==> src/rtl/lcd_reader_if.sv <==
// Host-side request/response signals plus the LCD pin group for the read controller.
// The slave modport belongs to lcd_reader; the master modport is the host/top-level view.
interface lcd_reader_if;
  logic       start;
  logic       CS;
  logic       RS;
  logic       poll;
  logic [7:0] LCD_D_in;
  logic [7:0] data;
  logic       busy_flag;
  logic [6:0] addr;
  logic       done;
  logic       timeout;
  logic       LCD_RS;
  logic       LCD_RW;
  logic       LCD_E;

  modport slave (
    input  start, CS, RS, poll, LCD_D_in,
    output data, busy_flag, addr, done, timeout, LCD_RS, LCD_RW, LCD_E
  );

  modport master (
    output start, CS, RS, poll, LCD_D_in,
    input  data, busy_flag, addr, done, timeout, LCD_RS, LCD_RW, LCD_E
  );
endinterface

==> src/rtl/lcd_reader.sv <==
// HD44780 read-cycle controller: single BF/AC or data read, or busy-flag polling
// with a bounded number of reads. Shares the LCD bus with the write controller.
module lcd_reader #(
  parameter int          SETUP     = 3,
  parameter int          PW_E      = 12,
  parameter int          HOLD      = 1,
  parameter int          POLL_GAP  = 4,
  parameter logic [15:0] MAX_POLLS = 16'd50000
) (
  input logic         clk,
  input logic         reset_n,
  lcd_reader_if.slave bus
);

  function automatic int imax(input int a, input int b);
    return (a > b) ? a : b;
  endfunction

  localparam int PH_MAX = imax(imax(SETUP, PW_E), imax(HOLD, POLL_GAP));
  localparam int CW     = (PH_MAX < 1) ? 1 : $clog2(PH_MAX + 1);

  localparam logic [CW-1:0] SETUP_LAST = CW'(SETUP - 1);
  localparam logic [CW-1:0] PW_LAST    = CW'(PW_E - 1);
  localparam logic [CW-1:0] HOLD_LAST  = CW'(HOLD - 1);
  localparam logic [CW-1:0] GAP_LAST   = CW'(POLL_GAP - 1);

  // Poll count saturates so a huge MAX_POLLS can never wrap back into "keep polling".
  function automatic logic [15:0] sat_inc(input logic [15:0] v);
    return (v == 16'hFFFF) ? v : v + 16'd1;
  endfunction

  typedef enum logic [2:0] {
    S_IDLE,
    S_SETUP,
    S_PULSE,
    S_HOLD,
    S_GAP,
    S_DONE
  } state_t;

  state_t        state, state_nx;
  logic [CW-1:0] cnt, cnt_nx;
  logic [15:0]   polls, polls_nx;
  logic          rs_q, rs_nx;
  logic          poll_q, poll_nx;
  logic          timeout_q, timeout_nx;
  logic [7:0]    data_q, data_nx;
  logic          bf_q, bf_nx;
  logic [6:0]    addr_q, addr_nx;
  logic          e_q, rw_q, lrs_q, done_q;
  logic          bus_rd_nx;

  always_ff @(posedge clk or negedge reset_n) begin
    if (!reset_n) begin
      state     <= S_IDLE;
      cnt       <= '0;
      polls     <= '0;
      rs_q      <= 1'b0;
      poll_q    <= 1'b0;
      timeout_q <= 1'b0;
      data_q    <= '0;
      bf_q      <= 1'b0;
      addr_q    <= '0;
    end else begin
      state     <= state_nx;
      cnt       <= cnt_nx;
      polls     <= polls_nx;
      rs_q      <= rs_nx;
      poll_q    <= poll_nx;
      timeout_q <= timeout_nx;
      data_q    <= data_nx;
      bf_q      <= bf_nx;
      addr_q    <= addr_nx;
    end
  end

  always_comb begin
    state_nx   = state;
    cnt_nx     = cnt;
    polls_nx   = polls;
    rs_nx      = rs_q;
    poll_nx    = poll_q;
    timeout_nx = timeout_q;
    data_nx    = data_q;
    bf_nx      = bf_q;
    addr_nx    = addr_q;

    case (state)
      S_IDLE: begin
        if (bus.start && bus.CS) begin
          rs_nx      = bus.RS;
          poll_nx    = bus.poll & ~bus.RS;
          timeout_nx = 1'b0;
          polls_nx   = '0;
          cnt_nx     = '0;
          state_nx   = S_SETUP;
        end
      end

      S_SETUP: begin
        if (cnt == SETUP_LAST) begin
          cnt_nx   = '0;
          state_nx = S_PULSE;
        end else begin
          cnt_nx = cnt + 1'b1;
        end
      end

      S_PULSE: begin
        if (cnt == PW_LAST) begin
          // Sample on the final E-high edge, where the LCD output has long settled.
          data_nx = bus.LCD_D_in;
          if (!rs_q) begin
            bf_nx   = bus.LCD_D_in[7];
            addr_nx = bus.LCD_D_in[6:0];
          end
          polls_nx = sat_inc(polls);
          cnt_nx   = '0;
          state_nx = S_HOLD;
        end else begin
          cnt_nx = cnt + 1'b1;
        end
      end

      S_HOLD: begin
        if (cnt == HOLD_LAST) begin
          cnt_nx = '0;
          if (poll_q && data_q[7] && (polls < MAX_POLLS)) begin
            state_nx = S_GAP;
          end else begin
            if (poll_q && data_q[7]) timeout_nx = 1'b1;
            state_nx = S_DONE;
          end
        end else begin
          cnt_nx = cnt + 1'b1;
        end
      end

      S_GAP: begin
        if (cnt == GAP_LAST) begin
          cnt_nx   = '0;
          state_nx = S_SETUP;
        end else begin
          cnt_nx = cnt + 1'b1;
        end
      end

      S_DONE: begin
        state_nx = S_IDLE;
      end

      default: begin
        state_nx = S_IDLE;
        cnt_nx   = '0;
      end
    endcase
  end

  assign bus_rd_nx = (state_nx == S_SETUP) || (state_nx == S_PULSE) || (state_nx == S_HOLD);

  // Pin outputs are registered from the next state so they are glitch-free,
  // and the async reset still drops E/RW immediately.
  always_ff @(posedge clk or negedge reset_n) begin
    if (!reset_n) begin
      e_q    <= 1'b0;
      rw_q   <= 1'b0;
      lrs_q  <= 1'b0;
      done_q <= 1'b0;
    end else begin
      e_q    <= (state_nx == S_PULSE);
      rw_q   <= bus_rd_nx;
      lrs_q  <= bus_rd_nx & rs_nx;
      done_q <= (state_nx == S_DONE);
    end
  end

  assign bus.data      = data_q;
  assign bus.busy_flag = bf_q;
  assign bus.addr      = addr_q;
  assign bus.done      = done_q;
  assign bus.timeout   = timeout_q;
  assign bus.LCD_E     = e_q;
  assign bus.LCD_RW    = rw_q;
  assign bus.LCD_RS    = lrs_q;

endmodule

==> src/flat_wrapper.sv <==
// flat-port wrapper written by rule: the top's interface ports become plain ports
module lcd_reader_flat 
#(
  parameter int          SETUP     = 3,
  parameter int          PW_E      = 12,
  parameter int          HOLD      = 1,
  parameter int          POLL_GAP  = 4,
  parameter logic [15:0] MAX_POLLS = 16'd50000
)
  (clk, reset_n, bus_start, bus_CS, bus_RS, bus_poll, bus_LCD_D_in, bus_data, bus_busy_flag, bus_addr, bus_done, bus_timeout, bus_LCD_RS, bus_LCD_RW, bus_LCD_E);
  lcd_reader_if bus_i ();
  input logic clk;
  input logic reset_n;
  input wire logic [$bits(bus_i.start)-1:0] bus_start;
  input wire logic [$bits(bus_i.CS)-1:0] bus_CS;
  input wire logic [$bits(bus_i.RS)-1:0] bus_RS;
  input wire logic [$bits(bus_i.poll)-1:0] bus_poll;
  input wire logic [$bits(bus_i.LCD_D_in)-1:0] bus_LCD_D_in;
  output wire logic [$bits(bus_i.data)-1:0] bus_data;
  output wire logic [$bits(bus_i.busy_flag)-1:0] bus_busy_flag;
  output wire logic [$bits(bus_i.addr)-1:0] bus_addr;
  output wire logic [$bits(bus_i.done)-1:0] bus_done;
  output wire logic [$bits(bus_i.timeout)-1:0] bus_timeout;
  output wire logic [$bits(bus_i.LCD_RS)-1:0] bus_LCD_RS;
  output wire logic [$bits(bus_i.LCD_RW)-1:0] bus_LCD_RW;
  output wire logic [$bits(bus_i.LCD_E)-1:0] bus_LCD_E;
  assign bus_i.start = bus_start;
  assign bus_i.CS = bus_CS;
  assign bus_i.RS = bus_RS;
  assign bus_i.poll = bus_poll;
  assign bus_i.LCD_D_in = bus_LCD_D_in;
  assign bus_data = bus_i.data;
  assign bus_busy_flag = bus_i.busy_flag;
  assign bus_addr = bus_i.addr;
  assign bus_done = bus_i.done;
  assign bus_timeout = bus_i.timeout;
  assign bus_LCD_RS = bus_i.LCD_RS;
  assign bus_LCD_RW = bus_i.LCD_RW;
  assign bus_LCD_E = bus_i.LCD_E;
  lcd_reader #(.SETUP(SETUP), .PW_E(PW_E), .HOLD(HOLD), .POLL_GAP(POLL_GAP), .MAX_POLLS(MAX_POLLS)) u_core (.clk(clk), .reset_n(reset_n), .bus(bus_i));
endmodule
==> config.mk <==
export PLATFORM = sky130hd
export DESIGN_NAME = lcd_reader_flat
export DESIGN_NICKNAME = d
export VERILOG_FILES = /design/src/rtl/lcd_reader_if.sv /design/src/rtl/lcd_reader.sv /design/src/flat_wrapper.sv
export SDC_FILE = /design/constraint.sdc
export NUM_CORES = 1
export LEC_CHECK = 0
export ABC_AREA = 1
export ABC_CLOCK_PERIOD_IN_PS = 1450
export BUFFER_PORTS_ARGS = -buffer_cell sky130_fd_sc_hd__clkbuf_2
export CAP_MARGIN = 10
export CORE_ASPECT_RATIO = 1.4
export CORE_UTILIZATION = 51
export DETAILED_ROUTE_END_ITERATION = 8
export HOLD_SLACK_MARGIN = 0.03
export PLACE_DENSITY = 0.81
export SYNTH_ARGS = -nofsm -noshare
export SYNTH_HDL_FRONTEND = slang
export SYNTH_SLANG_ARGS = --single-unit
==> constraint.sdc <==
create_clock -name clk -period 1.45 [get_ports clk]
set_input_delay 0.0725 -clock clk [delete_from_list [all_inputs] [get_ports clk]]
set_output_delay 0.0725 -clock clk [all_outputs]
set_load 0.03 [all_outputs]
== Word level (Yosys, flattened, before mapping) ==
Cells that the tools add are included.
W data, S select, Z words.

* Register bits after elaboration: 46
* Input bits: 14

* Add/subtract/negate cells: 2
* $lt $le $gt $ge: 1
* Eq/ne operators: 19
* Muxes and demuxes: 24
* Bitwise logic cells: 5
* Reduce and logical (&&, ||, !) cells: 15

{| class="wikitable"
|+ Operators with widths
! kind !! number
|-
| $mux W16 || 3
|-
| $pmux W16 S2 || 1
|-
| $pmux W4 S6 || 1
|-
| $mux W4 || 5
|-
| $add A16 B1 Y16 const B || 1
|-
| $eq A16 B16 Y1 const B || 1
|-
| $lt A16 B16 Y1 const B || 1
|-
| $mux W3 || 5
|-
| $pmux W3 S5 || 1
|-
| $eq A3 B2 Y1 const B || 4
|-
| $eq A3 B3 Y1 const B || 3
|-
| $eq A4 B2 Y1 const B || 2
|-
| $ne A2 B1 Y1 const B || 4
|-
| $mux W1 || 7
|-
| $eq A3 B1 Y1 const B || 2
|-
| $reduce_and A2 Y1 || 3
|-
| $reduce_and A5 Y1 || 1
|-
| $add A4 B1 Y4 const B || 1
|-
| $eq A4 B4 Y1 const B || 1
|-
| $logic_not A4 Y1 || 1
|-
| $ne A2 B2 Y1 const B || 2
|-
| $reduce_and A4 Y1 || 1
|-
| $reduce_bool A2 Y1 || 2
|-
| $logic_and A1 B1 Y1 || 3
|-
| 6 further kinds || 10
|}

== Logic depth before layout (Yosys ltp) ==
Gate-level depths: netlist of the first run.

* Word-level depth: 9
* Mapped depth: 9
* Gate-level depth less buffers: 9

== Least setup slack after synthesis of the first run ==
No wires, ideal clock.

* Path type: flip-flop to flip-flop
* Start: register u_core.polls[0]
* End: register u_core.polls[14]
* Data arrival time: 1328 ps
* Slack: -4 ps
* Stages on the path, launching flop included: 8
* Path buffers: 1
* Clock period less this slack: 1454 ps
* Cell sequence: dfrtp_1 > ha_1 > nand2_1 > nor3_4 > nand4_1 > nand2_2 > buf_6 > o21ai_0

* Word-level cells in the longest chain between the ends: 4
* Elaborated cells between the ends (all ways): 7

{| class="wikitable"
|+ RTL lines
! what !! RTL line !! text
|-
| start, declared || lcd_reader.sv:43 || <nowiki>logic [15:0] polls, polls_nx;</nowiki>
|-
| start signal, assigned || lcd_reader.sv:67 || <nowiki>polls <= polls_nx;</nowiki>
|-
| $add A16 B1 Y16 || lcd_reader.sv:29 || <nowiki>return (v == 16'hFFFF) ? v : v + 16'd1;</nowiki>
|-
| $mux W16 || lcd_reader.sv:29 ||
|-
| $mux W16 || lcd_reader.sv:110 || <nowiki>if (cnt == PW_LAST) begin</nowiki>
|-
| $pmux W16 S2 || lcd_reader.sv:88 || <nowiki>case (state)</nowiki>
|}

Several ways; a longest one is shown, not always the timed one. The select of a mux whose other input is x is not followed.
A chain may end at the register's enable or synchronous reset.

== Worst setup path in the final report of the first run ==
* Start: register u_core.state[2]
* End: register u_core.polls[15]

* Word-level cells in the longest chain between the ends: 3
* Elaborated cells between the ends (all ways): 8

{| class="wikitable"
|+ RTL lines
! what !! RTL line !! text
|-
| start, declared || lcd_reader.sv:41 || <nowiki>state_t state, state_nx;</nowiki>
|-
| start signal, assigned || lcd_reader.sv:65 || <nowiki>state <= state_nx;</nowiki>
|-
| $eq A3 B2 Y1 or $logic_not A3 Y1 (tied branches) || lcd_reader.sv:88 ||
|-
| $ne A2 B1 Y1 (no source line) (tied with other cells) || -- ||
|-
| $reduce_and A4 Y1 (no source line) || -- ||
|}

Several ways; a longest one is shown, not always the timed one.

==> impl_metrics.env, run 1 <==
export IMPL_finalNetCount=413
export IMPL_vias_per_cell=5.48
export IMPL_worstHoldPathType="in2reg"
export IMPL_ios=35
export IMPL_p_per_area_mw_per_mm2=1410
export IMPL_worstRegToRegCells=8
export IMPL_path_depth=8
export IMPL_synth_top_family_by_area="simple AND/OR/NAND/NOR gates"
export IMPL_syn_nets=328
export IMPL_tightest_slew_ns=0.342
export IMPL_drv_cap=0
export IMPL_fin_util=0.741
export IMPL_wl_mm=7.65
export IMPL_ys_seq_elements=46
export IMPL_cp_max_fo=6
export IMPL_finalCriticalPeriod_ns=1.57
export IMPL_ys_seq_area_frac=0.473
export IMPL_vias=2508
export IMPL_clockBufferDepth=2
export IMPL_synth_compound_area_frac=0.0638
export IMPL_path_buf_inv=2
export IMPL_timing_rr_start="u_core.state[2]$_DFF_PN0_"
export IMPL_gp_congestion=0.874
export IMPL_die_w_um=60.4
export IMPL_drive_above_1_share=0.371
export IMPL_netlist_top_cells_area="dfrtp_1 (47%), nand2_1 (14%), nand3_1 (6.0%), inv_1 (5.4%), nor2_1 (4.9%)"
export IMPL_drc=0
export IMPL_cts_sinks=46
export IMPL_antenna_diode_count=0
export IMPL_muxShareOfSynthArea=0.0278
export IMPL_crit_path_top_delay_cell="dfrtp_1"
export IMPL_synth_top_area_frac=0.473
export IMPL_endpoint_kind="register"
export IMPL_holdPathEnd="u_core.poll_q$_DFFE_PN0P_"
export IMPL_status="finished, violations left"
export IMPL_crit_type="reg2reg"
export IMPL_worstPathRequired_ns=1.68
export IMPL_hold_depth=3
export IMPL_rr_endpoint="u_core.polls[15]$_DFFE_PN0P_"
export IMPL_rsz0062_at_grt="true"
export IMPL_avgSynthCellArea_um2=7.85
export IMPL_clkTransAtPathRegs_ns=0.09
export IMPL_drt_initial_drc_count=132
export IMPL_area_growth_pct=39.1
export IMPL_start_util=0.532
export IMPL_rows=29
export IMPL_clk_latency_ns=0.31
export IMPL_drtPass1Iterations=5
export IMPL_min_period_over_period=1.08
export IMPL_htreeDepth=2
export IMPL_final_hold_viol_count=0
export IMPL_worst_slack_ns=-0.116
export IMPL_synthDistinctLibCells=27
export IMPL_hold_ws_ns=0.116
export IMPL_violations="setup timing"
export IMPL_cts_buffers=5
export IMPL_grt_overflow=0
export IMPL_max_freq_mhz=639
export IMPL_hp_start="bus_RS"
export IMPL_slew_headroom=0.771
export IMPL_ir_drop_mv=1.35
export IMPL_path_cells="inv_2, nand3_1, nor3_2, nand4_1, nand2_4, buf_4, nand2_1, o21ai_0"
export IMPL_synth_adder_area_share=0.0206
export IMPL_yosysTopAreaCell="dfrtp_1"
export IMPL_synth_warnings=0
export IMPL_worst_ep_arrival_time_ns=1.79
export IMPL_portBuffers=34
export IMPL_dieArea_mm2=0.00506
export IMPL_syn_area_mm2=0.00243
export IMPL_grt_pass1_vias=2353
export IMPL_dp_hpwl_mm=4.09
export IMPL_cp_top_family="simple AND/OR/NAND/NOR gates"
export IMPL_synth_xor_area_share=0.0180
export IMPL_setup_viol=33
export IMPL_grt_max_degree=47
export IMPL_r2r_slack_ns=-0.12
export IMPL_p_leak_nw=1.70
export IMPL_p_total_mw=4.78
export IMPL_synth_cells=310
export IMPL_ant_nets=0
export IMPL_clock_skew_ns=0.00629
export IMPL_slew_viol_final=0
export IMPL_antenna_found_initial=0
export IMPL_cts_tree="yes"
export IMPL_core_region_area_mm2=0.00457
export IMPL_groute_usage_overall=0.264
export IMPL_fp_dieH_um=83.7
export IMPL_slowest_delay_ns=0.45
export IMPL_root_buffer="clkbuf_8"
export IMPL_grt_first_pass_wirelength_mm=10.1
export IMPL_yosys_area_share_simple=0.323
export IMPL_startpoint_type="register"
export IMPL_avgRoutedWirePerCell_um=16.7
==> cells in the mapped netlist <==
library cell  instances
mux2_1                1
buf_6                 3
o22ai_1               2
inv_1                35
a22o_1                2
dfrtp_1              46
nand3b_1              1
clkbuf_1              2
a21oi_1               3
xor2_1                5
nand2_2               3
ha_1                  4
nor2b_1               1
nand2_4               1
nor2_4                1
inv_2                 2
nor3_4                1
or2_2                 3
nor3_1                5
nor2_1               32
mux2_2                5
nor3_2                1
nand2_1              92
o21ai_1              12
nand4_1               8
o21ai_0              10
nand3_1              29
==> power breakdown <==
| group | internal (mW) | leakage (nW) | switching (mW) |
|---|---|---|---|
| combinational | 0.897 | 1.08 | 1.42 |
| sequential | 1.46 | 0.586 | 0.165 |
| clock | 0.345 | 0.0408 | 0.492 |
==> how the worst max path moves through the flow <==
stage                                           start                             end  slack (ns)
after detailed placement    u_core.cnt[1]$_DFFE_PN0P_       u_core.cnt[3]$_DFFE_PN0P_       -0.11
after global routing        u_core.state[2]$_DFF_PN0_     u_core.polls[6]$_DFFE_PN0P_       -0.21
after global placement      u_core.cnt[1]$_DFFE_PN0P_       u_core.cnt[2]$_DFFE_PN0P_       -0.02
after CTS                   u_core.cnt[1]$_DFFE_PN0P_  u_core.bus.addr[5]$_DFFE_PN0P_       -0.02
after floorplan           u_core.polls[0]$_DFFE_PN0P_    u_core.polls[14]$_DFFE_PN0P_       0.008
final                       u_core.state[2]$_DFF_PN0_    u_core.polls[15]$_DFFE_PN0P_       -0.12
==> metrics by stage <==
step	setup TNS [ns]	setup WS, ns	instances	cell area [um2]
6_report	-2.59	-0.116	458	3390
5_1_grt	-4.63	-0.211	458	3390
4_1_cts	-0.0934	-0.0166	453	3140
3_5_place_dp	-1.37	-0.106	433	2910
3_3_place_gp	-0.201	-0.0250	433	2910
2_1_floorplan	0	0.00849	310	2440
==> worst register-to-register path, stage by stage, from the launching register on <==
cell and delay (ns):
dfrtp_1 0.45, inv_2 0.15, nand3_1 0.15, nor3_2 0.17, nand4_1 0.16, nand2_4 0.15, buf_4 0.13, nand2_1 0.05
o21ai_0 0.08
==> cell families (layout without fill, tap and decap cells) <==
group	Yosys count	in the layout
muxes	6	6
xor gates and xnor gates	5	5
and+or+nand+nor	178	178
buffers and inverters	42	128
AOI/OAI and AO/OA	29	29
adders and majority gates	4	4
DFF	46	46
==> placed cells by master, fill, tap and decap left out, types with 2 or more instances in the layout <==
master,n
o21ai_0,7
nand2_2,12
dfrtp_1,45
buf_4,31
nor3_2,3
nand3_2,2
buf_12,2
or2_2,3
clkbuf_2,34
dlygate4sd3_1,10
inv_2,8
xor2_1,5
ha_1,2
mux2_2,5
clkinvlp_4,2
nand2_4,8
nor2_1,23
nor3_1,3
clkbuf_8,5
buf_6,6
nand4_1,8
nor2_4,4
nand2_1,75
o21ai_1,10
a22o_1,2
nor2_2,6
a21oi_1,2
inv_1,28
nand3_1,26
o21ai_2,5
==> layer usage <==
metal / track usage / up-vias / routed length (um)
li1: - / 1167 / -
met1: 0.299 / 1198 / 2740
met2: 0.461 / 111 / 4220
met3: 0.0465 / 32 / 341
met4: 0.123 / 0 / 347
met5: 0 / - / 0
==> cell type report <==
class	instances	area [um2]
multi-input combinational	222	1310
fill	309	1190
sequential	46	1150
timing repair buffer	83	611
inverter	37	141
tap	62	77.6
clock buffer	5	68.8
clock inverter	3	23.8
==> sequential cells by signal, indices dropped and copies added (netlist names) <==
name                  cells
u_core.polls             16
u_core.bus.data           8
u_core.bus.addr           7
u_core.cnt                4
u_core.state              3
u_core.bus.LCD_E          1
u_core.bus.LCD_RS         1
u_core.bus.LCD_RW         1
u_core.bus.busy_flag      1
u_core.bus.done           1
u_core.bus.timeout        1
u_core.poll_q             1
u_core.rs_q               1
==> timing repair <==
action | CTS | global route
hold endpoints to repair | 63 | 0
hold buffers | 10 | 0
pin swaps | 3 | 13
gates resized for setup | 11 | 61
setup endpoints to repair | 27 | 40
setup buffers | 2 | 7
(Power assumes the default switching activity.)
==> inputs of run 2 (changes only) <==
--- a/config.mk
+++ b/config.mk
@@ -9,7 +9,7 @@
 export ABC_CLOCK_PERIOD_IN_PS = 1450
 export BUFFER_PORTS_ARGS = -buffer_cell sky130_fd_sc_hd__clkbuf_2
 export CAP_MARGIN = 10
-export CORE_ASPECT_RATIO = 1.4
+export CORE_ASPECT_RATIO = 0.5
 export CORE_UTILIZATION = 51
 export DETAILED_ROUTE_END_ITERATION = 8
 export HOLD_SLACK_MARGIN = 0.03
==> impl_metrics.env, run 2 (same netlist as run 1, synthesis figures left out) <==
export IMPL_slew_viol_final=0
export IMPL_die_w_um=99.7
export IMPL_drtPass1Iterations=5
export IMPL_area_growth_pct=36.8
export IMPL_slowest_delay_ns=0.44
export IMPL_grt_overflow=0
export IMPL_crit_top_cell="nand2_4"
export IMPL_drive_above_1_share=0.350
export IMPL_clockBufferDepth=2
export IMPL_place_ws_ns=-0.114
export IMPL_finalNetCount=408
export IMPL_groute_usage_overall=0.274
export IMPL_power_switching_mw=1.97
export IMPL_endpoint_kind="register"
export IMPL_worstPathRequired_ns=1.66
export IMPL_wl_mm=6.79
export IMPL_placedCellCount=432
export IMPL_max_freq_mhz=677
export IMPL_final_hold_viol_count=0
export IMPL_met3_usage=0.0451
export IMPL_start_util=0.542
export IMPL_cts_tree="yes"
export IMPL_share_comb_of_total_power=0.457
export IMPL_clock_skew_ns=0.0134
export IMPL_grt_use_met2=0.493
export IMPL_rsz0062_at_grt="true"
export IMPL_fin_area_mm2=0.00333
export IMPL_place_area_mm2=0.00288
export IMPL_largest_reg_flops=16
export IMPL_clk_latency_ns=0.32
export IMPL_drt_initial_drc_count=125
export IMPL_p_per_area_mw_per_mm2=1440
export IMPL_grt_util_met1=0.331
export IMPL_top_register="u_core.polls"
export IMPL_dp_hpwl_mm=4.28
export IMPL_path_cells="ha_4, nand2_4, nor2_4, nand2_4, inv_4, nand2_8, mux2_4"
export IMPL_setup_viol=7
export IMPL_avgRoutedWirePerCell_um=14.9
export IMPL_vias=2398
export IMPL_grt_busiest_layer="met2"
export IMPL_drc=0
export IMPL_cts_sinks=46
export IMPL_switching_share=0.412
export IMPL_vias_per_cell=5.25
export IMPL_gp_congestion=0.906
export IMPL_fin_util=0.742
export IMPL_final_cell_mix="nand2_1 (78), dfrtp_1 (45), clkbuf_2 (34), buf_4 (30), nand3_1 (27)"
export IMPL_antenna_found_initial=0
export IMPL_sequentialPowerShare=0.334
export IMPL_worstHoldPathType="in2reg"
export IMPL_antenna_diode_count=0
export IMPL_status="finished, violations left"
export IMPL_cp_max_fo=7
export IMPL_drv_cap=0
export IMPL_slew_headroom=0.660
export IMPL_grt_first_pass_wirelength_mm=10.5
export IMPL_dieArea_mm2=0.00507
export IMPL_ir_drop_mv=1.38
export IMPL_rows=17
export IMPL_finalCriticalPeriod_ns=1.48
export IMPL_startpoint_type="register"
export IMPL_cp_top_family="flip-flops"
export IMPL_ant_nets=0
export IMPL_crit_path_top_delay_cell="dfrtp_1"
export IMPL_p_total_mw=4.79
export IMPL_worst_ep_arrival_time_ns=1.69
export IMPL_violations="setup timing"
export IMPL_crit_type="reg2reg"
export IMPL_p_int_mw=2.81
export IMPL_p_clk_frac=0.209
export IMPL_ios=35
export IMPL_worst_slack_ns=-0.0281
export IMPL_min_period_over_period=1.02
export IMPL_htreeDepth=2
export IMPL_clkTransAtPathRegs_ns=0.10
export IMPL_fp_dieH_um=50.8
export IMPL_final_common_cell="nand2_1"
export IMPL_core_region_area_mm2=0.00449
export IMPL_tightest_slew_ns=0.509
export IMPL_grt_max_degree=30
export IMPL_portBuffers=34
export IMPL_grt_pass1_vias=2331
export IMPL_p_leak_nw=1.68
export IMPL_root_buffer="clkbuf_8"
export IMPL_cts_buffers=5
export IMPL_instances_no_fill=457
export IMPL_path_buf_inv=1
[run 2: cell count changes in the layout (fill, tap and decap cells not counted), sizes merged]
cell,change
buf,-5
clkinvlp,-2
bufinv,+1
clkinv,+1
[run 2: path summary, 6_finish.rpt]
kind                       slack (ns)                            from                              to  cells past startpoint
min in group asynchronous        0.26                         reset_n     u_core.polls[1]$_DFFE_PN0P_                      2
setup / recovery                -0.03       u_core.cnt[0]$_DFFE_PN0P_  u_core.bus.addr[1]$_DFFE_PN0P_                      7
setup reg to reg                -0.03       u_core.cnt[0]$_DFFE_PN0P_  u_core.bus.addr[1]$_DFFE_PN0P_                      7
hold reg to reg                  0.50  u_core.bus.data[1]$_DFFE_PN0P_  u_core.bus.data[1]$_DFFE_PN0P_                      2
max in group asynchronous        0.65                         reset_n       u_core.cnt[1]$_DFFE_PN0P_                      3
hold / removal                    0.1                          bus_RS       u_core.poll_q$_DFFE_PN0P_                      3
[run 2: power groups by stage]
stage | logic, mW | registers [mW] | clock network [mW]
final | 2.19 | 1.60 | 1.00
after global placement | 1.44 | 1.58 | 0
after CTS | 1.69 | 1.56 | 0.996
after floorplan | 0.855 | 1.72 | 0
after global routing | 2.36 | 1.61 | 1.04
after detailed placement | 1.51 | 1.59 | 0
[run 2: what timing repair did]
item,CTS,global route
gates resized for setup,11,57
hold buffers,10,0
endpoints found under the setup margin,31,40
buffers inserted,5,3
hold endpoints to repair,34,0
pin swaps,3,15
[run 2: tightest hold or removal path: cells and delay by family]
family	cells	cell delay (ns)
AO/OA/AOI/OAI	1	0.18
buffers and inverters	1	0.07
AND/OR/NAND/NOR	1	0.06
[run 2: cell type report]
| class | instances | area [um2] |
|---|---|---|
| clock inverters | 3 | 43.8 |
| clock buffers | 5 | 68.8 |
| flip-flops and latches | 46 | 1150 |
| inverters | 37 | 141 |
| repair buffers | 78 | 558 |
| well taps | 66 | 82.6 |
| fillers | 295 | 1160 |
| multi-input cells | 222 | 1280 |
[run 2: per-stage QoR]
| stage | TNS (ns) | hold WS [ns] |
|---|---|---|
| 3_5_place_dp | -1.53 | 0.0663 |
| 2_1_floorplan | 0 | -0.223 |
| 4_1_cts | -0.178 | 0.0796 |
| 3_3_place_gp | 0 | 0.0574 |
| 5_1_grt | -1.77 | 0.0962 |
| 6_report | -0.154 | 0.0963 |
[run 2: metal layers]
layer	part of all wire	vias to the layer above
li1	-	1155
met3	0.036	12
met4	0.018	0
met1	0.41	1160
met5	0	-
met2	0.53	71
==> inputs of run 3 (changes only) <==
--- a/config.mk
+++ b/config.mk
@@ -6,14 +6,14 @@
 export NUM_CORES = 1
 export LEC_CHECK = 0
 export ABC_AREA = 1
-export ABC_CLOCK_PERIOD_IN_PS = 1450
+export ABC_CLOCK_PERIOD_IN_PS = 1400
 export BUFFER_PORTS_ARGS = -buffer_cell sky130_fd_sc_hd__clkbuf_2
 export CAP_MARGIN = 10
 export CORE_ASPECT_RATIO = 0.5
-export CORE_UTILIZATION = 51
+export CORE_UTILIZATION = 57
 export DETAILED_ROUTE_END_ITERATION = 8
-export HOLD_SLACK_MARGIN = 0.03
-export PLACE_DENSITY = 0.81
+export HOLD_SLACK_MARGIN = 0.08
+export PLACE_DENSITY = 0.86
 export SYNTH_ARGS = -nofsm -noshare
 export SYNTH_HDL_FRONTEND = slang
 export SYNTH_SLANG_ARGS = --single-unit
==> constraint.sdc (replaced) <==
create_clock -name clk -period 1.4 [get_ports clk]
set_input_delay 0.07 -clock clk [delete_from_list [all_inputs] [get_ports clk]]
set_output_delay 0.07 -clock clk [all_outputs]
set_load 0.03 [all_outputs]
==> impl_metrics.env, run 3 (same netlist as run 1, synthesis figures left out) <==
export IMPL_die_w_um=94.4
export IMPL_drt_initial_drc_count=677
export IMPL_htreeDepth=2
export IMPL_crit_type="reg2reg"
export IMPL_top_register="u_core.polls"
export IMPL_grt_first_pass_wirelength_mm=12.1
export IMPL_vias_per_cell=6.81
export IMPL_r2r_slack_ns=-0.39
export IMPL_worstRegToRegCells=9
export IMPL_clockBufferDepth=2
export IMPL_place_area_mm2=0.00288
export IMPL_final_hold_viol_count=0
export IMPL_fin_area_mm2=0.00348
export IMPL_grt_pass1_vias=2531
export IMPL_cts_sinks=46
export IMPL_startpoint_type="register"
export IMPL_rsz0062_at_grt="true"
export IMPL_cp_top_family="simple AND/OR/NAND/NOR gates"
export IMPL_largest_reg_flops=16
export IMPL_ios=35
export IMPL_setup_viol=45
export IMPL_antenna_found_initial=0
export IMPL_slew_viol_final=0
export IMPL_worst_slack_ns=-0.389
export IMPL_worstPathRequired_ns=1.63
export IMPL_area_growth_pct=42.9
export IMPL_grt_overflow=0
export IMPL_path_cells="nand2_1, buf_4, nor2_1, nand3_1, nand2_1, nand2_1, nand3_1, nand2_1, nor2_1"
export IMPL_core_region_area_mm2=0.00400
export IMPL_finalCriticalPeriod_ns=1.79
export IMPL_final_common_cell="nand2_1"
export IMPL_ir_drop_mv=0.779
export IMPL_rows=16
export IMPL_clkTransAtPathRegs_ns=0.12
export IMPL_crit_path_top_delay_cell="dfrtp_1"
export IMPL_drtPass1Iterations=9
export IMPL_rr_endpoint="u_core.bus.LCD_RS$_DFF_PN0_"
export IMPL_drive_above_1_share=0.424
export IMPL_wl_met2_mm=4.49
export IMPL_tightest_slew_ns=0.613
export IMPL_crit_top_cell="nand2_1"
export IMPL_highest_layer="met4"
export IMPL_avgRoutedWirePerCell_um=24.0
export IMPL_vias=3100
export IMPL_clk_latency_ns=0.33
export IMPL_timing_rr_start="u_core.polls[8]$_DFFE_PN0P_"
export IMPL_p_int_mw=2.76
export IMPL_share_comb_of_total_power=0.491
export IMPL_holdPathEnd="u_core.rs_q$_DFF_PN0_"
export IMPL_cts_tree="yes"
export IMPL_grt_max_degree=47
export IMPL_drv_cap=0
export IMPL_clock_skew_ns=0.0273
export IMPL_worstHoldPathType="in2reg"
export IMPL_p_per_area_mw_per_mm2=1450
export IMPL_start_util=0.608
export IMPL_slew_headroom=0.591
export IMPL_worst_ep_arrival_time_ns=2.02
export IMPL_portBuffers=34
export IMPL_wl_mm=10.9
export IMPL_power_switching_mw=2.28
export IMPL_hold_depth=3
export IMPL_ant_nets=0
export IMPL_sequentialPowerShare=0.328
export IMPL_p_leak_nw=1.78
export IMPL_antenna_diode_count=0
export IMPL_dp_hpwl_mm=4.47
export IMPL_setup_tns_final_ns=-8.41
export IMPL_met1Wirelength_mm=3.52
export IMPL_fp_dieH_um=48.2
export IMPL_status="finished, violations left"
export IMPL_drc=0
export IMPL_min_period_over_period=1.28
export IMPL_cp_max_fo=4
export IMPL_endpoint_kind="register"
export IMPL_final_cell_mix="nand2_1 (61), dfrtp_1 (44), buf_4 (35), clkbuf_2 (34), inv_1 (30)"
export IMPL_wl_met3_mm=1.75
export IMPL_root_buffer="clkbuf_8"
export IMPL_gp_congestion=0.910
export IMPL_groute_usage_overall=0.368
export IMPL_hp_start="bus_RS"
export IMPL_finalNetCount=418
export IMPL_switching_share=0.452
export IMPL_hold_ws_ns=0.142
export IMPL_violations="setup timing"
export IMPL_cts_buffers=5
export IMPL_p_clk_frac=0.181
export IMPL_path_buf_inv=1
export IMPL_slowest_delay_ns=0.50
export IMPL_dieArea_mm2=0.00455
export IMPL_max_freq_mhz=559
run 3: cell types whose count changed in the layout (fill, tap and decap cells not counted), sizes merged:
cell,delta
clkbuf,+2
buf,+7
bufinv,-1
nand2,+1
clkinvlp,+1
run 3: routing by layer:
layer  vias up  track usage
met4         0        0.197
li1       1176            -
met5         -            0
met1      1356        0.412
met2       421        0.670
met3       147        0.115
run 3: per-stage QoR:
| stage | util | std cells | setup slack, ns | power (mW) |
|---|---|---|---|---|
| after floorplan | - | 310 | -0.0236 | 2.68 |
| after global placement | 0.720 | 421 | -0.0410 | 3.17 |
| after detailed placement | 0.720 | 421 | -0.161 | 3.26 |
| after CTS | 0.801 | 447 | -0.0686 | 4.42 |
| after global routing | 0.869 | 455 | -0.530 | 5.13 |
| final | 0.869 | 455 | -0.389 | 5.03 |
run 3: worst max path at each step:
stage	end	cells after the start	start	slack (ns)
2_1_floorplan	u_core.polls[2]$_DFFE_PN0P_	8	u_core.polls[0]$_DFFE_PN0P_	-0.02
5_1_grt	u_core.polls[12]$_DFFE_PN0P_	6	u_core.polls[8]$_DFFE_PN0P_	-0.53
3_5_place_dp	u_core.cnt[3]$_DFFE_PN0P_	10	u_core.cnt[1]$_DFFE_PN0P_	-0.16
3_3_place_gp	u_core.cnt[2]$_DFFE_PN0P_	10	u_core.cnt[1]$_DFFE_PN0P_	-0.04
6_report	u_core.bus.LCD_RS$_DFF_PN0_	9	u_core.polls[8]$_DFFE_PN0P_	-0.39
4_1_cts	u_core.polls[0]$_DFFE_PN0P_	8	u_core.polls[0]$_DFFE_PN0P_	-0.07
run 3: what timing repair did:
action	CTS	global route
pin swaps	9	9
gates cloned	1	2
hold buffers	10	0
buffers inserted	7	7
hold endpoints to repair	63	0
resized for setup	21	63
setup endpoints to repair	31	44
run 3: power groups by stage:
stage | Sequential (mW) | Clock, mW | Combinational, mW
after floorplan | 1.79 | 0 | 0.891
after global placement | 1.63 | 0 | 1.54
after detailed placement | 1.64 | 0 | 1.62
after CTS | 1.62 | 0.855 | 1.95
after global routing | 1.66 | 0.945 | 2.53
final | 1.65 | 0.912 | 2.47
run 3: area by class of cell:
cell class / count / area, um2
Clock buffer: 5 / 68.8
Clock inverter: 3 / 25.0
Fill cell: 134 / 526
Inverter: 37 / 144
Multi-Input combinational cell: 223 / 1350
Sequential cell: 46 / 1150
Tap cell: 54 / 67.6
Timing Repair Buffer: 87 / 667
run 3: worst register-to-register path, cell delays in order (launching register included):
cell and delay [ns]:
dfrtp_1 0.50, nand2_1 0.11, buf_4 0.17, nor2_1 0.20
nand3_1 0.11, nand2_1 0.10, nand2_1 0.11, nand3_1 0.13
nand2_1 0.12, nor2_1 0.14
